### src/rtl/pipe_pkg.sv
// Shared pipeline-stage types: per-stage control bundles, their widths and bubble encodings.
// Pure declarations; no latency or backpressure of its own.
package pipe_pkg;

  // Main-register update source chosen each cycle by pipe_stage_reg.
  typedef enum logic [1:0] {
    SEL_HOLD  = 2'd0,
    SEL_INPUT = 2'd1,
    SEL_SKID  = 2'd2,
    SEL_EMPTY = 2'd3
  } main_sel_e;

  typedef struct packed {
    logic       pred_taken;
    logic       fetch_fault;
    logic [1:0] rsvd;
  } if_id_ctrl_t;

  typedef struct packed {
    logic       reg_write;
    logic       mem_to_reg;
    logic       mem_read;
    logic       mem_write;
    logic       branch;
    logic       jump;
    logic       alu_src_a;
    logic       alu_src_b;
    logic [3:0] alu_op;
    logic [1:0] mem_size;
    logic       mem_signed;
    logic       rsvd;
  } id_ex_ctrl_t;

  typedef struct packed {
    logic       reg_write;
    logic       mem_to_reg;
    logic       mem_read;
    logic       mem_write;
    logic [1:0] mem_size;
    logic       mem_signed;
    logic       rsvd;
  } ex_mem_ctrl_t;

  typedef struct packed {
    logic       reg_write;
    logic       mem_to_reg;
    logic [1:0] rsvd;
  } mem_wb_ctrl_t;

  localparam int IF_ID_CTRL_W  = $bits(if_id_ctrl_t);
  localparam int ID_EX_CTRL_W  = $bits(id_ex_ctrl_t);
  localparam int EX_MEM_CTRL_W = $bits(ex_mem_ctrl_t);
  localparam int MEM_WB_CTRL_W = $bits(mem_wb_ctrl_t);

  // A bubble must never write the register file or memory; all-zero guarantees that.
  localparam if_id_ctrl_t  IF_ID_BUBBLE  = '0;
  localparam id_ex_ctrl_t  ID_EX_BUBBLE  = '0;
  localparam ex_mem_ctrl_t EX_MEM_BUBBLE = '0;
  localparam mem_wb_ctrl_t MEM_WB_BUBBLE = '0;

  function automatic ex_mem_ctrl_t id_ex_to_ex_mem(input id_ex_ctrl_t c);
    ex_mem_ctrl_t r;
    r.reg_write  = c.reg_write;
    r.mem_to_reg = c.mem_to_reg;
    r.mem_read   = c.mem_read;
    r.mem_write  = c.mem_write;
    r.mem_size   = c.mem_size;
    r.mem_signed = c.mem_signed;
    r.rsvd       = 1'b0;
    return r;
  endfunction

  function automatic mem_wb_ctrl_t ex_mem_to_mem_wb(input ex_mem_ctrl_t c);
    mem_wb_ctrl_t r;
    r.reg_write  = c.reg_write;
    r.mem_to_reg = c.mem_to_reg;
    r.rsvd       = 2'b00;
    return r;
  endfunction

endpackage

### src/rtl/pipe_skid_buf.sv
// One-entry skid register with its own valid bit, used by pipe_stage_reg under PIPE_SKID_EN.
// Latency 1 cycle; no backpressure of its own (caller gates load/unload).
module pipe_skid_buf #(
  parameter int DATA_W = 64,
  parameter int CTRL_W = 16
) (
  input  logic              clk,
  input  logic              reset,
  input  logic              flush,
  input  logic              load,
  input  logic              unload,
  input  logic [DATA_W-1:0] in_data,
  input  logic [CTRL_W-1:0] in_ctrl,
  output logic              skid_vld,
  output logic [DATA_W-1:0] skid_data,
  output logic [CTRL_W-1:0] skid_ctrl
);

  always_ff @(posedge clk) begin
    if (reset) begin
      skid_vld  <= 1'b0;
      skid_data <= '0;
      skid_ctrl <= '0;
    end else if (flush) begin
      skid_vld <= 1'b0;
    end else if (load) begin
      skid_vld  <= 1'b1;
      skid_data <= in_data;
      skid_ctrl <= in_ctrl;
    end else if (unload) begin
      skid_vld <= 1'b0;
    end
  end

endmodule

### src/rtl/pipe_stage_reg.sv
// Flow-controlled pipeline stage register: 1-cycle latency, flush-to-bubble, saturating stall count.
// in_ready = !out_valid | out_ready; with PIPE_SKID_EN a skid entry makes in_ready a pure register.
module pipe_stage_reg
  import pipe_pkg::*;
#(
  parameter int                DATA_W      = 64,
  parameter int                CTRL_W      = 16,
  parameter logic [CTRL_W-1:0] BUBBLE_CTRL = '0,
  parameter int                CNT_W       = 16
) (
  input  logic              clk,
  input  logic              reset,
  input  logic              in_valid,
  output logic              in_ready,
  input  logic [DATA_W-1:0] in_data,
  input  logic [CTRL_W-1:0] in_ctrl,
  input  logic              flush,
  output logic              out_valid,
  input  logic              out_ready,
  output logic [DATA_W-1:0] out_data,
  output logic [CTRL_W-1:0] out_ctrl,
  output logic [CNT_W-1:0]  stall_cnt
);

  localparam logic [CNT_W-1:0] CNT_MAX = {CNT_W{1'b1}};

  logic              main_vld;
  logic [DATA_W-1:0] main_data;
  logic [CTRL_W-1:0] main_ctrl;
  logic [CNT_W-1:0]  stall_q;
  logic              drain_ok;
  logic              in_xfer;
  main_sel_e         main_sel;

  logic              skid_vld;
  logic [DATA_W-1:0] skid_data;
  logic [CTRL_W-1:0] skid_ctrl;

  // Main register may take a new value when it is empty or its beat leaves this edge.
  assign drain_ok = !main_vld || out_ready;
  assign in_xfer  = in_valid && in_ready;

`ifdef PIPE_SKID_EN
  logic skid_load;
  logic skid_unload;

  assign in_ready    = !skid_vld;
  assign skid_load   = in_xfer && !drain_ok;
  assign skid_unload = skid_vld && drain_ok;

  pipe_skid_buf #(
    .DATA_W (DATA_W),
    .CTRL_W (CTRL_W)
  ) u_skid (
    .clk       (clk),
    .reset     (reset),
    .flush     (flush),
    .load      (skid_load),
    .unload    (skid_unload),
    .in_data   (in_data),
    .in_ctrl   (in_ctrl),
    .skid_vld  (skid_vld),
    .skid_data (skid_data),
    .skid_ctrl (skid_ctrl)
  );
`else
  assign in_ready  = drain_ok;
  assign skid_vld  = 1'b0;
  assign skid_data = '0;
  assign skid_ctrl = '0;
`endif

  // The skid entry is always older than any input beat, so it wins the main register.
  always_comb begin
    main_sel = SEL_HOLD;
    if (drain_ok) begin
      if (skid_vld) begin
        main_sel = SEL_SKID;
      end else if (in_xfer) begin
        main_sel = SEL_INPUT;
      end else begin
        main_sel = SEL_EMPTY;
      end
    end
  end

  always_ff @(posedge clk) begin
    if (reset) begin
      main_vld  <= 1'b0;
      main_data <= '0;
      main_ctrl <= BUBBLE_CTRL;
    end else if (flush) begin
      main_vld  <= 1'b0;
      main_ctrl <= BUBBLE_CTRL;
    end else begin
      case (main_sel)
        SEL_INPUT: begin
          main_vld  <= 1'b1;
          main_data <= in_data;
          main_ctrl <= in_ctrl;
        end
        SEL_SKID: begin
          main_vld  <= 1'b1;
          main_data <= skid_data;
          main_ctrl <= skid_ctrl;
        end
        SEL_EMPTY: begin
          main_vld  <= 1'b0;
          main_ctrl <= BUBBLE_CTRL;
        end
        default: begin
          main_vld  <= main_vld;
          main_data <= main_data;
          main_ctrl <= main_ctrl;
        end
      endcase
    end
  end

  // Counts stalled edges regardless of flush; only reset clears it.
  always_ff @(posedge clk) begin
    if (reset) begin
      stall_q <= '0;
    end else if (main_vld && !out_ready && (stall_q != CNT_MAX)) begin
      stall_q <= stall_q + 1'b1;
    end
  end

  assign out_valid = main_vld;
  assign out_data  = main_data;
  assign out_ctrl  = main_ctrl;
  assign stall_cnt = stall_q;

endmodule

### config.mk
export PLATFORM = sky130hd
export DESIGN_NAME = pipe_stage_reg
export DESIGN_NICKNAME = d
export VERILOG_FILES = /design/src/rtl/pipe_pkg.sv /design/src/rtl/pipe_skid_buf.sv /design/src/rtl/pipe_stage_reg.sv
export SDC_FILE = /design/constraint.sdc
export NUM_CORES = 1
export LEC_CHECK = 0
export CORE_UTILIZATION = 43
export DETAILED_ROUTE_END_ITERATION = 6
export HOLD_SLACK_MARGIN = 0.1
export PLACE_DENSITY = 0.95
export SLEW_MARGIN = 15
export SYNTH_ARGS = -nofsm -noshare
export SYNTH_HDL_FRONTEND = slang
export SYNTH_HIERARCHICAL = 1
export SYNTH_SLANG_ARGS = --single-unit
### constraint.sdc
create_clock -name clk -period 5.15 [get_ports clk]
set_input_delay 0.515 -clock clk [delete_from_list [all_inputs] [get_ports clk]]
set_output_delay 0.515 -clock clk [all_outputs]
set_load 0.005 [all_outputs]
# After elaboration in Yosys (flattened, before gate mapping)
# Index checks and enable logic that the tools add are counted.
# Widths: inputs -> output; s select.
[word_totals]
regBits = 97
word_cells = 28
[classes]
n_eq_ne = 4
muxes = 5
n_addsub = 1
n_reduce_logical = 13
n_bitwise = 1
[ops]
columns = ["cell", "n"]
rows = [
  ["$pmux 64 s2", 1],
  ["$pmux 16 s2", 1],
  ["$add 16x1->16 const B", 1],
  ["$ne 16x16->1 const B", 1],
  ["$reduce_bool 2->1", 3],
  ["$reduce_or 2->1", 3],
  ["$eq 2x2->1 const B", 2],
  ["$mux 2", 2],
  ["$logic_and 1x1->1", 3],
  ["$eq 2x1->1 const B", 1],
  ["$logic_not 1->1", 2],
  ["$pmux 1 s2", 1],
  ["$reduce_and 2->1", 1],
  ["$logic_or 1x1->1", 1],
  ["$not 1->1", 1],
]

# Logic depth before layout (Yosys ltp)
# Gate-level depths: netlist of run 1.
[logic_depth]
ltp_word = 8
depth_mapped = 7
mapped_depth_nobuf = 5

# Worst setup path after synthesis of run 1
# Ideal clock, no wire load.
[synth_path]
kind = "register to register"
startpoint = "register stall_q[0], in the netlist stall_cnt[0]"
endpoint = "register stall_q[14], in the netlist stall_cnt[14]"
setup_ns = 0.070
stages_incl_launch_ff = 6
path_slack_ns = 3.301
t_arrival_ns = 1.779
required_time_ns = 5.080
path_cell_list = "dfxtp_1 ha_1 nand3b_1 or3_4 or4_1 a21oi_1"
[synth_via]
elab_chain_len = 2
word_cells_on_any_way = 3
[synth_lines]
columns = ["element", "line", "text"]
rows = [
  ["start: declaration", "pipe_stage_reg.sv:30", "logic [CNT_W-1:0] stall_q;"],
  ["start signal: assignment", "pipe_stage_reg.sv:125", "stall_q <= stall_q + 1'b1;"],
  ["branches (longest 2 deep; another with $add 16x1->16)", "--", ""],
]
# Parallel ways; which one is timed is not known.
# A chain may end at the register's enable or synchronous reset.

# Final worst setup path of run 1
[layout_path]
startpoint = "input port out_ready"
endpoint = "output port in_ready"
[layout_via]
elab_chain_len = 1
[layout_lines]
columns = ["element", "line", "text"]
rows = [
  ["start: declaration", "pipe_stage_reg.sv:19", "input logic out_ready,"],
  ["$logic_or 1x1->1", "pipe_stage_reg.sv:40", "assign drain_ok = !main_vld || out_ready;"],
  ["end: declaration", "pipe_stage_reg.sv:14", "output logic in_ready,"],
]
# Every way passes these cells.

==> out/results.ini, run 1 <==
[run_status]
status=finished, final reports clean

[sta]
fin_skew_ps=12.3
maxSlewHeadroom_pct=43.1
worst_slew_pin_slew_ps=854
maxSlewViolCount=0
fin_ws_ps=1690
fin_tns_setup_ps=0
finalHoldViolCount=0
grt_setup_unrepaired=no
setup-violations-final=0
fmaxAchievable_mhz=289
post-route-period-util_pct=67.1
whs_ps=456
period_needed_ps=3460

[global_routing]
grt_overflow=0
grt.total_usage_pct=23.6
antenna_found_initial=0
grt_max_degree=87
grt_pass1_vias=3536
grt_pass1_wl_um=16500

[setup_path]
cp_cell_sequence=clkdlybuf4s50_1 -> and2b_1 -> clkinv_1 -> clkdlybuf4s50_1
end_kind=primary output
critPathLaunchType=input port
crit_fanout=23
max_stage_delay_ps=730
critPathRequiredTime_ps=4640
crit_type=input port to primary output
cp_slowest_cell=and2b_1
critical_path.top_delay_family=buffers and inverters
crit_top_cell=clkdlybuf4s50_1
cp_num_buf_inv=3
cp-startpoint=out_ready
critPathArrivalTime_ps=2940
reg2reg_from=out_valid

[yosys]
syn_area_per_cell_um2=8.01
ys_warn_count=6
synth-async-reset-ratio_pct=0
synth_flop_cell=dfxtp_1
ys_seq_elements=97
yosysUniqueCellTypes=33
syn_inst=455
synth_edf_count=0
syn_area_um2=3640
syn_nets=541
ys_seq_area_share_pct=53.3

[cts]
cts_sinks=97
clk_pin_slew_ps=80
post_cts_resize_count=0
root_buffer=clkbuf_8
cts_buffers=9
cts_max_path_buffers=2
cts-hold-fix-buffers=0
clk_latency_ps=350
htree_levels=3
postCtsSetupBuffers=0
cts_tree=done

[pwr]
powerDensity_nw_per_um2=259
p_comb_share_pct=13.3
clockPowerShare_pct=33.0
p_int_mw=1.12
p_switching_mw=0.352
swShare_pct=23.9
p_seq_share_pct=53.7
power.leakage_nw=1.97
irDropWorstVdd_uv=174

[floorplanning]
start_util_pct=44.3
die_x_um=94.1
fp.dieArea_um2=8850
rows=33
die_h_um=94.1
io_pins=183
floorplan.core_area_um2=8220

[drt]
wl_met1_um=4210
met3_length_um=710
dr_total_vias=3778
wl_per_cell_um=14.5
drt-pass1-iter-count=5
ant_nets=0
vias_per_cell=5.17
wl_met2_um=5520
highest_layer=met4
routed_wl_um=10600
drtIter0Drc=117
route.detailed.drc=0

[finish]
syn2layout_area_growth_pct=56.2
fin_area_um2=5690
antenna_cells=0
fin_cells=731
nets=707
drive_above_1_share_pct=4.63

[placed_design]
post-dp-hpwl_um=7610
gp_congestion=0.863
placed_cells_incl_taps=715
port_buffers=182
pre_cts_ws_ps=1600
place_area_um2=5500

[hold_path]
holdCritStartpoint=out_data[60]
worstHoldPathType=register to register

[run]
drv_cap=0

==> cell usage in the layout, fill, tap and decap left out, drive strengths merged, types with 4 or more instances in the layout <==
cell / netlist / final
clkdlybuf4s50: 0 / 181
nand2: 150 / 150
dfxtp: 97 / 97
a21oi: 89 / 89
nand3: 21 / 21
clkbuf: 16 / 10
nor2: 9 / 9
nand4: 6 / 6
o31ai: 5 / 5
or4: 5 / 5
or2: 4 / 4
nor2b: 4 / 4
inv: 3 / 4
or3: 4 / 4
buf: 14 / 4
mux2: 4 / 4
==> power groups by stage <==
stage / clock (mW) / combinational, mW / sequential [mW]
finish: 0.487 / 0.196 / 0.792
global route: 0.532 / 0.213 / 0.795
CTS: 0.498 / 0.198 / 0.792
detailed placement: 0 / 0.197 / 0.809
global placement: 0 / 0.191 / 0.807
floorplan: 0 / 0.0620 / 0.810
==> layout make-up <==
class                           count  area [um2]
Clock buffer                       10         128
Inverter                            4        15.0
Clock inverter                      6        67.6
Timing Repair Buffer              185        1840
Tap cell                          105         131
Fill cell                         627        2530
Multi-Input combinational cell    324        1570
Sequential cell                    97        1940
==> routing by layer <==
metal	GRT usage, %	vias up
met3	5.58	19
li1	-	1855
met2	43.6	162
met5	0	-
met1	26.2	1742
met4	8.59	0
==> cell usage after synthesis (all sizes together), types with 5 or more instances <==
master | n | share of area [%]
clkbuf | 16 | 1.6
nand2 | 150 | 15
o31ai | 5 | 1.0
nand3 | 21 | 2.9
nand4 | 6 | 1.4
buf | 14 | 1.8
or4 | 5 | 1.0
a21oi | 89 | 12
dfxtp | 97 | 53
nor2 | 9 | 0.93
==> cells by family (layout without fill, tap and decap cells) <==
family | after synthesis | in the layout | synth area share, %
buf+inv | 34 | 205 | 3.81
fa+ha+maj | 1 | 1 | 0.343
mux | 5 | 5 | 1.51
compound gates | 101 | 101 | 14.5
flops | 97 | 97 | 53.3
simple gates | 217 | 217 | 26.5
==> stage by stage <==
| stage | utilization, % | power, mW |
|---|---|---|
| after CTS | 69.3 | 1.49 |
| after detailed placement | 66.9 | 1.01 |
| after floorplan | - | 0.872 |
| after global placement | 66.9 | 0.998 |
| after global routing | 69.3 | 1.54 |
| final | 69.3 | 1.48 |
==> worst reg2reg max path, delay by kind of cell (launching register included) <==
kind | cells | cell delay [ps]
buf+inv | 2 | 1230
compound gates | 1 | 180
flops | 1 | 370
simple gates | 3 | 1080
==> sequential cells by signal, summed over array words and instances (netlist names) <==
name       flops
out_ctrl      16
out_data      64
stall_cnt     16
out_valid      1
==> worst paths after layout <==
path	endpoint	slack, ps	depth (start not counted)
hold / removal	out_data[60]	460	2
setup / recovery	in_ready	1690	4
setup reg to reg	out_data[63]	2230	6
hold reg to reg	out_data[60]	460	2
Note: power is estimated with default switching activity, not from simulation.
==> run 2: changes to the inputs <==
--- a/config.mk
+++ b/config.mk
@@ -5,10 +5,10 @@
 export SDC_FILE = /design/constraint.sdc
 export NUM_CORES = 1
 export LEC_CHECK = 0
-export CORE_UTILIZATION = 43
+export CORE_UTILIZATION = 36
 export DETAILED_ROUTE_END_ITERATION = 6
 export HOLD_SLACK_MARGIN = 0.1
-export PLACE_DENSITY = 0.95
+export PLACE_DENSITY = 0.86
 export SLEW_MARGIN = 15
 export SYNTH_ARGS = -nofsm -noshare
 export SYNTH_HDL_FRONTEND = slang
==> constraint.sdc (replaced) <==
create_clock -name clk -period 3 [get_ports clk]
set_input_delay 0.3 -clock clk [delete_from_list [all_inputs] [get_ports clk]]
set_output_delay 0.3 -clock clk [all_outputs]
set_load 0.005 [all_outputs]
==> out/results.ini, run 2 (synthesis results as in run 1) <==
[sta]
grt_setup_unrepaired=no
setup-violations-final=0  ; unchanged
worst_slew_pin_slew_ps=902  ; +48.3 ps
maxSlewHeadroom_pct=39.9  ; -3.2 points
period_needed_ps=2290
maxSlewViolCount=0  ; unchanged
post-route-period-util_pct=76.4
whs_ps=457  ; +0.367 ps
fin_tns_setup_ps=0  ; unchanged
finalHoldViolCount=0  ; unchanged
fin_skew_ps=8.81  ; -3.51 ps
fmaxAchievable_mhz=436

[cts]
clk_latency_ps=350  ; about the same
postCtsSetupBuffers=0  ; unchanged
post_cts_resize_count=0  ; unchanged
clk_pin_slew_ps=90  ; about the same
cts_sinks=97  ; unchanged
root_buffer=clkbuf_8
cts_max_path_buffers=2  ; unchanged
cts_buffers=9  ; unchanged
cts_tree=done
cts-hold-fix-buffers=0  ; unchanged
htree_levels=3  ; unchanged

[global_routing]
grt_pass1_vias=3435  ; -2.9%
grt_max_degree=65  ; -25%
grt_overflow=0  ; unchanged
grt.total_usage_pct=19.2  ; -4.4 points
antenna_found_initial=0  ; unchanged
grt_pass1_wl_um=15600  ; -5.2%

[drt]
drtIter0Drc=113  ; -3.4%
drt-pass1-iter-count=4  ; -1
wl_met2_um=5320  ; -3.6%
routed_wl_um=10400  ; -1.7%
wl_met1_um=4130  ; -1.9%
wl_per_cell_um=13.7  ; -5.6%
dr_total_vias=3760  ; -0.48%
route.detailed.drc=0  ; unchanged
met3_length_um=796  ; +12%
vias_per_cell=4.94  ; -4.4%
highest_layer=met4
ant_nets=0  ; unchanged

[finish]
syn2layout_area_growth_pct=59.2
layout_common_cells=clkdlybuf4s50_1, nand2_1, dfxtp_1
drive_above_1_share_pct=5.10  ; +0.46 points
multiInputGateArea_um2=1570  ; unchanged
layout_commonest_cell=clkdlybuf4s50_1
num-fill-cells=867  ; +38%
seqCellArea_um2=1940  ; unchanged
antenna_cells=0  ; unchanged
largest_reg_flops=64  ; unchanged
nets=709  ; +0.28%

[setup_path]
crit_type=input port to primary output
end_kind=primary output
critPathLaunchType=input port
cp_slowest_cell=clkdlybuf4s50_1
crit_fanout=19  ; -17%
critical_path.top_delay_family=buffers and inverters
cp_cell_sequence=clkdlybuf4s50_1 -> and2b_1 -> buf_4 -> clkinv_1 -> clkdlybuf4s50_1
cp_num_buf_inv=4  ; +1
max_stage_delay_ps=490  ; -240 ps
critPathArrivalTime_ps=1990  ; -950 ps
critPathRequiredTime_ps=2700  ; -1940 ps
crit_top_cell=clkdlybuf4s50_1

[pwr]
power.leakage_nw=2.01  ; +2.1%
powerDensity_nw_per_um2=455  ; +75%
irDropWorstVdd_uv=209  ; +20%

[floorplanning]
die_x_um=103  ; +9.1%
floorplan.core_area_um2=9770  ; +19%
die_h_um=103  ; +9.1%
io_pins=183  ; unchanged
rows=36  ; +9.1%
start_util_pct=37.3  ; -7.1 points
fp.dieArea_um2=10500  ; +19%

[placed_design]
post-dp-hpwl_um=7670  ; +0.75%
gp_congestion=0.809  ; -6.2%
port_buffers=182  ; unchanged

[hold_path]
worstHoldPathType=register to register

[run_status]
status=finished, final reports clean

[run]
drv_cap=0  ; unchanged

-- run 2: changes by cell type in the layout (fill, tap and decap cells not counted), sizes merged --
cell | before | now
buf | 4 | 6
bufinv | 1 | 2
clkbuf | 10 | 11
clkinvlp | 2 | 1
inv | 4 | 3
-- run 2: final cells by class --
cell class | count | area share, %
clock buffers | 11 | 2.61
clock inverters | 5 | 1.34
inverters | 4 | 0.259
multi-input cells | 324 | 27.0
flip-flops and latches | 97 | 33.5
well taps | 133 | 2.87
repair buffers | 187 | 32.4
-- run 2: worst paths after layout --
check                             startpoint  slack (ps)           end  cells past startpoint
worst max-delay path               out_ready         710      in_ready                      5
worst min-delay path            out_data[22]         460  out_data[22]                      2
worst max register to register  stall_cnt[1]         810  stall_cnt[0]                      5
worst min register to register  out_data[22]         460  out_data[22]                      2
-- run 2: worst reg2reg max path: stages, from the launching register on --
cell     delay, ps
dfxtp_1        470
ha_1           310
nand4_1        140
nor3_1         580
a21oi_1        270
mux2_2         320
-- run 2: where the power goes --
group          internal, mW  switching [mW]
sequential             1.33          0.0244
clock                 0.512           0.425
combinational         0.211           0.131
total                  2.06           0.580
-- run 2: stage by stage --
stage	worst slack, ps	std cells	total power, mW	area [um2]	util, %
final	709	761	2.64	5800	59.3
after global routing	590	761	2.75	5800	59.3
after CTS	697	761	2.67	5800	59.3
after detailed placement	654	745	1.73	5570	57.0
after global placement	691	745	1.72	5570	57.0
after floorplan	1150	455	1.50	3640	-
-- run 2: routing by layer --
layer / track usage (%) / up-vias
met2: 35.2 / 134
li1: - / 1864
met4: 8.90 / 0
met1: 20.3 / 1746
met3: 5.49 / 16
met5: 0 / -
